$ cat src/rtl/cabac_debinari_qp_pkg.sv
// Shared CABAC constants for cu_qp_delta de-binarisation: FSM states, TU/EG limits,
// QP modulus and legal delta range, prefix context indices.
package cabac_debinari_qp_pkg;

  typedef enum logic [2:0] {
    ST_IDLE = 3'd0,
    ST_PRE  = 3'd1,
    ST_EGP  = 3'd2,
    ST_EGS  = 3'd3,
    ST_SIGN = 3'd4,
    ST_DONE = 3'd5
  } state_t;

  localparam logic [2:0]        TU_CMAX   = 3'd5;
  localparam logic [2:0]        EG_KMAX   = 3'd4;
  localparam int                EG_SFX_W  = 4;
  localparam logic [7:0]        QP_MOD    = 8'd52;
  localparam logic signed [6:0] QP_MIN    = -7'sd26;
  localparam logic signed [6:0] QP_MAX    = 7'sd25;
  localparam logic              CTX_FIRST = 1'b0;
  localparam logic              CTX_REST  = 1'b1;

  // Magnitude of an escaped delta: TU cutoff + EG0 prefix offset + suffix.
  function automatic logic [5:0] eg_abs(input logic [2:0] k, input logic [EG_SFX_W-1:0] sfx);
    return {3'b000, TU_CMAX} + ((6'd1 << k) - 6'd1) + {2'b00, sfx};
  endfunction

endpackage

$ cat src/rtl/cabac_debinari_qp_if.sv
// Bin handshake and result bus between the arithmetic decoder side and the QP de-binariser.
interface cabac_debinari_qp_if;
  logic       start_i;
  logic [5:0] cu_last_qp_i;
  logic       bin_valid_i;
  logic       bin_i;
  logic       bin_ready_o;
  logic       bin_bypass_o;
  logic       bin_ctx_idx_o;
  logic       done_o;
  logic [6:0] cu_dqp_o;
  logic [5:0] cu_curr_qp_o;
  logic       error_o;

  modport slave (
    input  start_i, cu_last_qp_i, bin_valid_i, bin_i,
    output bin_ready_o, bin_bypass_o, bin_ctx_idx_o, done_o, cu_dqp_o, cu_curr_qp_o, error_o
  );

  modport master (
    output start_i, cu_last_qp_i, bin_valid_i, bin_i,
    input  bin_ready_o, bin_bypass_o, bin_ctx_idx_o, done_o, cu_dqp_o, cu_curr_qp_o, error_o
  );
endinterface

$ cat src/rtl/cabac_debinari_qp_wrap.sv
// QP reconstruction: (last + dqp + 52) mod 52 with two conditional subtractions,
// valid for last in 0..51 and dqp in -35..+35.
module cabac_debinari_qp_wrap
  import cabac_debinari_qp_pkg::*;
(
  input  logic [5:0] i_last_qp,
  input  logic [6:0] i_dqp,
  output logic [5:0] o_qp
);
  logic [7:0] w_sum;
  logic [7:0] w_s1;

  // Biased sum lies in 17..138, so 8-bit unsigned arithmetic is exact.
  assign w_sum = {2'b00, i_last_qp} + {i_dqp[6], i_dqp} + QP_MOD;
  assign w_s1  = (w_sum >= QP_MOD) ? (w_sum - QP_MOD) : w_sum;
  assign o_qp  = (w_s1 >= QP_MOD) ? 6'(w_s1 - QP_MOD) : 6'(w_s1);
endmodule

$ cat src/rtl/cabac_debinari_qp.sv
// cu_qp_delta de-binariser: TU prefix (cMax 5) + EG0 escape + sign, then QP reconstruction.
module cabac_debinari_qp
  import cabac_debinari_qp_pkg::*;
(
  input logic                clk,
  input logic                rst_n,
  cabac_debinari_qp_if.slave bus
);
  state_t              r_state, w_state_next;
  logic [2:0]          r_pre_cnt, w_pre_cnt_next;
  logic [2:0]          r_k, w_k_next;
  logic [2:0]          r_sfx_cnt, w_sfx_cnt_next;
  logic [EG_SFX_W-2:0] r_sfx, w_sfx_next;
  logic [5:0]          r_abs, w_abs_next;
  logic                r_neg, w_neg_next;
  logic                r_ovf, w_ovf_next;
  logic [5:0]          r_last_qp, w_last_qp_next;

  logic                w_take;
  logic [EG_SFX_W-1:0] w_sfx_shift;
  logic [6:0]          w_dqp;
  logic                w_range_err;
  logic [5:0]          w_curr_qp;

  assign w_take      = bus.bin_valid_i && bus.bin_ready_o;
  assign w_sfx_shift = {r_sfx, bus.bin_i};

  always_ff @(posedge clk or negedge rst_n) begin
    if (!rst_n) begin
      r_state   <= ST_IDLE;
      r_pre_cnt <= '0;
      r_k       <= '0;
      r_sfx_cnt <= '0;
      r_sfx     <= '0;
      r_abs     <= '0;
      r_neg     <= 1'b0;
      r_ovf     <= 1'b0;
      r_last_qp <= '0;
    end else begin
      r_state   <= w_state_next;
      r_pre_cnt <= w_pre_cnt_next;
      r_k       <= w_k_next;
      r_sfx_cnt <= w_sfx_cnt_next;
      r_sfx     <= w_sfx_next;
      r_abs     <= w_abs_next;
      r_neg     <= w_neg_next;
      r_ovf     <= w_ovf_next;
      r_last_qp <= w_last_qp_next;
    end
  end

  always_comb begin
    w_state_next   = r_state;
    w_pre_cnt_next = r_pre_cnt;
    w_k_next       = r_k;
    w_sfx_cnt_next = r_sfx_cnt;
    w_sfx_next     = r_sfx;
    w_abs_next     = r_abs;
    w_neg_next     = r_neg;
    w_ovf_next     = r_ovf;
    w_last_qp_next = r_last_qp;
    case (r_state)
      ST_IDLE: begin
        if (bus.start_i) begin
          w_last_qp_next = bus.cu_last_qp_i;
          w_pre_cnt_next = '0;
          w_k_next       = '0;
          w_sfx_cnt_next = '0;
          w_sfx_next     = '0;
          w_abs_next     = '0;
          w_neg_next     = 1'b0;
          w_ovf_next     = 1'b0;
          w_state_next   = ST_PRE;
        end
      end
      ST_PRE: begin
        if (w_take) begin
          if (bus.bin_i) begin
            w_pre_cnt_next = r_pre_cnt + 3'd1;
            if (r_pre_cnt == TU_CMAX - 3'd1) w_state_next = ST_EGP;
          end else begin
            w_abs_next   = {3'b000, r_pre_cnt};
            w_state_next = (r_pre_cnt == 3'd0) ? ST_DONE : ST_SIGN;
          end
        end
      end
      ST_EGP: begin
        if (w_take) begin
          if (bus.bin_i) begin
            // A fifth escape-prefix one cannot be represented: abort with error.
            if (r_k == EG_KMAX) begin
              w_ovf_next   = 1'b1;
              w_state_next = ST_DONE;
            end else begin
              w_k_next = r_k + 3'd1;
            end
          end else if (r_k == 3'd0) begin
            w_abs_next   = {3'b000, TU_CMAX};
            w_state_next = ST_SIGN;
          end else begin
            w_state_next = ST_EGS;
          end
        end
      end
      ST_EGS: begin
        if (w_take) begin
          w_sfx_next     = w_sfx_shift[EG_SFX_W-2:0];
          w_sfx_cnt_next = r_sfx_cnt + 3'd1;
          if (r_sfx_cnt + 3'd1 == r_k) begin
            w_abs_next   = eg_abs(r_k, w_sfx_shift);
            w_state_next = ST_SIGN;
          end
        end
      end
      ST_SIGN: begin
        if (w_take) begin
          w_neg_next   = bus.bin_i;
          w_state_next = ST_DONE;
        end
      end
      ST_DONE: w_state_next = ST_IDLE;
      default: w_state_next = ST_IDLE;
    endcase
  end

  // Result is a pure function of held registers, so it stays put until the next start.
  assign w_dqp       = r_ovf ? 7'd0 : (r_neg ? (7'd0 - {1'b0, r_abs}) : {1'b0, r_abs});
  assign w_range_err = ($signed(w_dqp) < QP_MIN) || ($signed(w_dqp) > QP_MAX);

  cabac_debinari_qp_wrap u_wrap (
    .i_last_qp (r_last_qp),
    .i_dqp     (w_dqp),
    .o_qp      (w_curr_qp)
  );

  assign bus.bin_ready_o   = (r_state == ST_PRE) || (r_state == ST_EGP) ||
                             (r_state == ST_EGS) || (r_state == ST_SIGN);
  assign bus.bin_bypass_o  = (r_state == ST_EGP) || (r_state == ST_EGS) || (r_state == ST_SIGN);
  assign bus.bin_ctx_idx_o = ((r_state == ST_PRE) && (r_pre_cnt != 3'd0)) ? CTX_REST : CTX_FIRST;
  assign bus.done_o        = (r_state == ST_DONE);
  assign bus.cu_dqp_o      = w_dqp;
  assign bus.cu_curr_qp_o  = w_curr_qp;
  assign bus.error_o       = r_ovf || w_range_err;
endmodule

$ cat src/flat_wrapper.sv
// flat-port wrapper written by rule: the top's interface ports become plain ports
module cabac_debinari_qp_flat import cabac_debinari_qp_pkg::*;
  (clk, rst_n, bus_start_i, bus_cu_last_qp_i, bus_bin_valid_i, bus_bin_i, bus_bin_ready_o, bus_bin_bypass_o, bus_bin_ctx_idx_o, bus_done_o, bus_cu_dqp_o, bus_cu_curr_qp_o, bus_error_o);
  cabac_debinari_qp_if bus_i ();
  input logic clk;
  input logic rst_n;
  input wire logic [$bits(bus_i.start_i)-1:0] bus_start_i;
  input wire logic [$bits(bus_i.cu_last_qp_i)-1:0] bus_cu_last_qp_i;
  input wire logic [$bits(bus_i.bin_valid_i)-1:0] bus_bin_valid_i;
  input wire logic [$bits(bus_i.bin_i)-1:0] bus_bin_i;
  output wire logic [$bits(bus_i.bin_ready_o)-1:0] bus_bin_ready_o;
  output wire logic [$bits(bus_i.bin_bypass_o)-1:0] bus_bin_bypass_o;
  output wire logic [$bits(bus_i.bin_ctx_idx_o)-1:0] bus_bin_ctx_idx_o;
  output wire logic [$bits(bus_i.done_o)-1:0] bus_done_o;
  output wire logic [$bits(bus_i.cu_dqp_o)-1:0] bus_cu_dqp_o;
  output wire logic [$bits(bus_i.cu_curr_qp_o)-1:0] bus_cu_curr_qp_o;
  output wire logic [$bits(bus_i.error_o)-1:0] bus_error_o;
  assign bus_i.start_i = bus_start_i;
  assign bus_i.cu_last_qp_i = bus_cu_last_qp_i;
  assign bus_i.bin_valid_i = bus_bin_valid_i;
  assign bus_i.bin_i = bus_bin_i;
  assign bus_bin_ready_o = bus_i.bin_ready_o;
  assign bus_bin_bypass_o = bus_i.bin_bypass_o;
  assign bus_bin_ctx_idx_o = bus_i.bin_ctx_idx_o;
  assign bus_done_o = bus_i.done_o;
  assign bus_cu_dqp_o = bus_i.cu_dqp_o;
  assign bus_cu_curr_qp_o = bus_i.cu_curr_qp_o;
  assign bus_error_o = bus_i.error_o;
  cabac_debinari_qp u_core (.clk(clk), .rst_n(rst_n), .bus(bus_i));
endmodule
$ cat config.mk
export PLATFORM = sky130hd
export DESIGN_NAME = cabac_debinari_qp_flat
export DESIGN_NICKNAME = d
export VERILOG_FILES = /design/src/rtl/cabac_debinari_qp_pkg.sv /design/src/rtl/cabac_debinari_qp_if.sv /design/src/rtl/cabac_debinari_qp_wrap.sv /design/src/rtl/cabac_debinari_qp.sv /design/src/flat_wrapper.sv
export SDC_FILE = /design/constraint.sdc
export NUM_CORES = 1
export LEC_CHECK = 0
export ABC_AREA = 1
export CAP_MARGIN = 20
export CORE_AREA = 2 2 57 113
export DETAILED_ROUTE_END_ITERATION = 7
export DIE_AREA = 0 0 59 115
export GPL_TIMING_DRIVEN = 0
export PLACE_DENSITY = 0.8
export SLEW_MARGIN = 20
export SYNTH_ARGS = -nofsm -noshare
export SYNTH_HDL_FRONTEND = slang
export SYNTH_HIERARCHICAL = 1
export SYNTH_SLANG_ARGS = --single-unit
$ cat constraint.sdc
create_clock -name clk -period 5.3 [get_ports clk]
set_input_delay 1.59 -clock clk [delete_from_list [all_inputs] [get_ports clk]]
set_output_delay 1.59 -clock clk [all_outputs]
set_load 0.05 [all_outputs]
**Word-level counts from Yosys, hierarchy flattened**

Cells that the tools add are included.

- $add $sub $neg: 11
- Order comparisons: 4
- Equal/unequal tests: 23
- Shifts and indexed selects: 1
- Muxes and demuxes: 46
- Reductions and logical operators: 26

Operators with widths:

| cell | number |
|---|---|
| 2-to-1 mux 3 bit | 19 |
| 2-to-1 mux 6 bit | 9 |
| one-hot mux 3 bit (2 select lines) | 4 |
| one-hot mux 6 bit (4 select lines) | 1 |
| >= comparator 8 x 6 -> 1 bit, second input constant | 2 |
| one-hot mux 3 bit (5 select lines) | 1 |
| 2-to-1 mux 7 bit | 2 |
| inequality test 2 x 1 -> 1 bit, second input constant | 7 |
| equality test 3 bit, second input constant | 4 |
| inequality test 2 bit, second input constant | 6 |
| AND reduction 5 bit | 2 |
| adder 3 x 1 -> 3 bit, second input constant | 3 |
| zero test 3 bit | 3 |
| AND reduction 9 bit | 1 |
| adder 7 x 7 -> 8 bit | 1 |
| adder 8 x 6 -> 8 bit, second input constant | 1 |
| 2-to-1 mux 8 bit | 1 |
| AND reduction 8 bit | 1 |
| nonzero test 2 bit | 4 |
| subtractor 8 x 6 -> 8 bit, second input constant | 1 |
| > comparator 7 x 6 -> 1 bit, second input constant | 1 |
| logical OR 1 bit | 7 |
| less-than comparator 7 x 6 -> 1 bit, second input constant | 1 |
| 2-to-1 mux 1 bit | 7 |
| other kinds (17) | 22 |

- Bits in registers: 29
- Logic and storage cells: 120

**Longest topological paths before layout**

- Depth after elaboration: 9
- Gate-level depth with buffers: 28
- Depth with buffers taken out: 28

**Modules after synthesis**

The synthesis kept the hierarchy.

By module, submodules not included:

| module | instances | cells an instance | area an instance (um^2) | sequential area each (um^2) |
|---|---|---|---|---|
| cabac_debinari_qp | 1 | 289 | 2078.2 | 725.7 |
| cabac_debinari_qp_wrap | 1 | 134 | 830.8 | 0.0 |

**Worst setup path before layout**

No wires, ideal clock.

- Path type: register -> output
- Start: reg u_core.r_abs[0]
- End: out bus_cu_curr_qp_o[4]
- Arrival: 3896 ps
- Required time: 3710 ps
- Path slack: -186 ps
- Stages on the path, launching flop included: 27
- Path buffers: 0
- Path through: dfrtp_1 > inv_1 > ha_1 > nand2_1 > nand3_1 > nand2_1 > nor2_1 > inv_1 > ha_1 > inv_1 > ha_1 > nand2_1 > nand2_1 > inv_1 > nand3_1 > nand2_2 > nand3_4 > nand3_4 > nand2_2 > nand2_4 > inv_1 > ha_1 > nand2_1 > nand3_2 > nand2_2 > nand3_1 > nand2_1

- Longest elaborated chain between the ends: 9

Ends and longest elaborated chain:

| what | RTL line | source |
|---|---|---|
| from (decl) | cabac_debinari_qp.sv:14 | `logic [5:0] r_abs, w_abs_next;` |
| from (signal assigned) | cabac_debinari_qp.sv:45 | `r_abs <= w_abs_next;` |
| subtractor 1 x 6 -> 7 bit (*) | cabac_debinari_qp.sv:127 | `assign w_dqp = r_ovf ? 7'd0 : (r_neg ? (7'd0 - {1'b0, r_abs}) : {1'b0, r_abs});` |
| 2-to-1 mux 7 bit (*) (2 in a row) | cabac_debinari_qp.sv:127 |  |
| named net bus_cu_dqp_o[4] | flat_wrapper.sv:15 | `output wire logic [$bits(bus_i.cu_dqp_o)-1:0] bus_cu_dqp_o;` |
| adder 7 x 7 -> 8 bit (*) | cabac_debinari_qp_wrap.sv:14 | `assign w_sum = {2'b00, i_last_qp} + {i_dqp[6], i_dqp} + QP_MOD;` |
| adder 8 x 6 -> 8 bit (*) | cabac_debinari_qp_wrap.sv:14 |  |
| subtractor 8 x 6 -> 8 bit / >= comparator 8 x 6 -> 1 bit (equally long branches) | cabac_debinari_qp_wrap.sv:15 | `assign w_s1 = (w_sum >= QP_MOD) ? (w_sum - QP_MOD) : w_sum;` |
| 2-to-1 mux 8 bit (*) | cabac_debinari_qp_wrap.sv:15 |  |
| >= comparator 8 x 6 -> 1 bit / subtractor 6 bit (equally long branches) | cabac_debinari_qp_wrap.sv:16 | `assign o_qp = (w_s1 >= QP_MOD) ? 6'(w_s1 - QP_MOD) : 6'(w_s1);` |
| 2-to-1 mux 6 bit (*) | cabac_debinari_qp_wrap.sv:16 |  |
| to (decl) | flat_wrapper.sv:16 | `output wire logic [$bits(bus_i.cu_curr_qp_o)-1:0] bus_cu_curr_qp_o;` |

The timed path passes the listed nets; every way through them passes the cells marked *.

**Worst setup path in the final report**

- Start: reg u_core.r_abs[1]
- End: out bus_cu_curr_qp_o[4]

- Longest elaborated chain between the ends: 9

Ends and longest elaborated chain:

| what | RTL line |
|---|---|
| subtractor 1 x 6 -> 7 bit | cabac_debinari_qp.sv:127 |
| 2-to-1 mux 7 bit (*) (2 in a row) | cabac_debinari_qp.sv:127 |
| adder 7 x 7 -> 8 bit (*) | cabac_debinari_qp_wrap.sv:14 |
| adder 8 x 6 -> 8 bit (*) | cabac_debinari_qp_wrap.sv:14 |
| subtractor 8 x 6 -> 8 bit / >= comparator 8 x 6 -> 1 bit (equally long branches) | cabac_debinari_qp_wrap.sv:15 |
| 2-to-1 mux 8 bit (*) | cabac_debinari_qp_wrap.sv:15 |
| >= comparator 8 x 6 -> 1 bit / subtractor 6 bit (equally long branches) | cabac_debinari_qp_wrap.sv:16 |
| 2-to-1 mux 6 bit (*) | cabac_debinari_qp_wrap.sv:16 |

Mark *: on every way between the ends. The rest lies on a longest branch, timed or not.

==> results_dict.tcl <==
set metrics [dict create \
    synth.distinct_cells 32 \
    netlist_area_um2 2909 \
    critPathSlowestCell "dfrtp_1" \
    ys_warn_count 6 \
    first_pass_iters 4 \
    synth-adder-area-share_pct 16.43 \
    cpPeakStageDelay_ns 0.39 \
    end_kind "output pin" \
    hold_viol_final 0 \
    layout_worst_path_cycle_share_pct 104.0 \
    min_from "u_core/r_last_qp[4]$_DFFE_PN0P_" \
    synth_compound_area_share_pct 7.312 \
    setup_slack_ns -0.2140 \
    die_area_um2 6785 \
    layout_common_cells "nand2_1 (120), inv_1 (55), nand3_1 (35)" \
    start_util_pct 49.26 \
    crit_required_ns 3.71 \
    drv_slew 0 \
    placed_cell_area_um2 3287 \
    synth_nets 471 \
    wl_um 7209 \
    maxClockFrequency_mhz 181.4 \
    die_w_um 59 \
    n_antenna_cell 0 \
    cts_made_buffers 5 \
    placed_cells 514 \
    clock_latency_ns 0.27 \
    wl_per_cell_um 13.40 \
    crit_path_frequent_cell "nand2_2" \
    grt_overflow_total 0 \
    r2r_start "u_core/r_k[0]$_DFFE_PN0P_" \
    hold_slack_ns 0.4882 \
    fp.dieH_um 115 \
    drc 0 \
    violations "setup timing" \
    area_growth_syn_to_layout_pct 30.24 \
    cts_hold_buffers 0 \
    synth_top_area_share_pct 24.95 \
    cap_violations 0 \
    critPathBufInv 5 \
    yosys.area.top_type "dfrtp_1" \
    cts_tree "done" \
    placementRows 40 \
    startpoint_type "flop" \
    root_buffer "clkbuf_16" \
    rsz0062_at_grt "yes" \
    dr.first_iter.drc_count 143 \
    synthXorXnorAreaFrac_pct 2.710 \
    finalSetupViolCount 4 \
    layout_commonest_cell "nand2_1" \
    critical_path_class "flop to output pin" \
    min_path_type "flop to flop" \
    ant_nets 0 \
    pin_count 29 \
    grt_pass1_wl_um 12010 \
    final_cell_area_um2 3789 \
    grt_usage_pct 22.40 \
    fin_skew_ns 0.004364 \
    gp_congestion 0.9254 \
    synth_top_family_by_area "simple AND/OR/NAND/NOR gates" \
    startpoint "u_core/r_abs[1]$_DFFE_PN0P_" \
    synth-simple-area-share_pct 39.83 \
    vias 2879 \
    vias_per_cell 5.351 \
    cts_buffer_depth 2 \
    drive_above_1_share_pct 22.11 \
    arrival_ns 3.92 \
    ys_ff_latch 29 \
    io_buffers 28 \
    crit_fanout 6 \
    seq_area_frac_synth_pct 24.95 \
    syn_avg_cell_area_um2 6.877 \
    cts.sinks 29 \
    grt_pass1_vias 2769 \
    worstMarginPinSlew_ns 0.6578 \
    htreeDepth 2 \
    clk_pin_slew_worst_paths_ns 0.05 \
    synth.mux.area_fraction_pct 0 \
    cp_cell_sequence "inv_2 > ha_4 > nand2_2 > o21ai_2 > nand2_1 > inv_2 > ha_4 > ha_4 > inv_2 > fa_2 > xor2_4 > ha_2 > nand2_2 > nand2_2 > nand3_4 > nand3_4 > nand2_1 > a21oi_1 > inv_1 > nand2_4 > nand2_2 > nand2_2 > buf_8" \
    max_slew_margin_pct 56.15 \
    synth_area_leaders "dfrtp_1 (25%), nand2_1 (17%), ha_1 (15%)" \
    synthCells 423 \
    synthArstFlopShare_pct 100.0 \
    crit_family "adder cells" \
    final_nets 522 \
    place_hpwl_um 4793 \
    grt_max_degree 30 \
    fin_cells 538 \
    antenna_found_initial 0 \
    status "finished with violations" \
    min_period_ns 5.514 \
    fp.coreArea_um2 5906 \
    synth_top_flop_cell "dfrtp_1" \
    synth-edff-count 0 \
]
==> flip-flops by register name, indices dropped and copies added (netlist names) <==
signal	cells
u_core/r_pre_cnt	3
u_core/r_sfx_cnt	3
u_core/r_neg	1
u_core/r_state	3
u_core/r_last_qp	6
u_core/r_abs	6
u_core/r_k	3
u_core/r_sfx	3
u_core/r_ovf	1
==> per-layer routing <==
| metal | part of all wire (%) | track usage, % | up-vias |
|---|---|---|---|
| li1 | - | - | 1470 |
| met1 | 42 | 28.82 | 1285 |
| met2 | 50 | 36.15 | 97 |
| met3 | 4.9 | 3.712 | 27 |
| met4 | 3.3 | 10.00 | 0 |
| met5 | 0 | 0 | - |
==> path summary, 6_finish.rpt <==
check                                                  end  slack [ns]  depth (start not counted)
max in group asynchronous         u_core/r_neg$_DFFE_PN0P_        3.48                          1
max reg2reg                    u_core/r_abs[5]$_DFFE_PN0P_        2.93                         14
min reg2reg                u_core/r_last_qp[4]$_DFFE_PN0P_        0.49                          2
min                        u_core/r_last_qp[4]$_DFFE_PN0P_        0.49                          2
min in group asynchronous  u_core/r_sfx_cnt[2]$_DFFE_PN0P_        1.34                          1
max                                    bus_cu_curr_qp_o[4]       -0.21                         23
==> layout make-up <==
class	instances	area (um^2)
buffer	1	3.754
clock buffer	7	152.6
clock inverter	1	5.005
fill	506	2117
inverter	67	254.0
multi-input combinational	326	2156
sequential	29	726.9
tap	63	78.83
timing repair buffer	44	411.6
==> Yosys cell counts (6+ instances only) <==
cell type and count:
nor2_1 26, inv_2 6, dfrtp_1 29, inv_1 61, nand2_1 131, nand3_1 38, nand2_4 6, o21ai_0 15
nand3_2 6, ha_1 35, nand2_2 11, a21oi_1 13, nand4_1 10
==> worst reg2reg max path, delay by kind of cell (launching register included) <==
kind,cells,cell delay (ns)
and+or+nand+nor,8,0.69
DFF,1,0.41
adders and majority gates,4,1.02
buffers and inverters,2,0.20
==> cell families (layout without fill, tap and decap cells) <==
family,count (synthesis),after routing
and+or+nand+nor,241,241
buffers and inverters,68,120
AOI/OAI and AO/OA,39,39
adders and majority gates,37,37
DFF,29,29
xor gates and xnor gates,9,9
==> per-stage QoR <==
step           utilization, %   TNS [ns]  setup slack (ns)
6_report                64.15    -0.6115           -0.2140
5_1_grt                 64.15     -1.336           -0.3987
4_1_cts                 62.25  -0.006865         -0.003840
3_5_place_dp            55.66     -2.679           -0.7779
3_3_place_gp            55.74     -2.477           -0.7232
2_1_floorplan               -   -0.01559          -0.01559
==> what timing repair did <==
action | 4_1_cts | 5_1_grt
hold endpoints to repair | 0 | 0
endpoints found under the setup margin | 4 | 4
buffers inserted | 11 | 5
cloned | 0 | 0
pin swaps | 13 | 12
resized for setup | 62 | 16
Power is not shown: default switching activity piles up to over one toggle a cycle in this logic, so the estimate is an artifact.
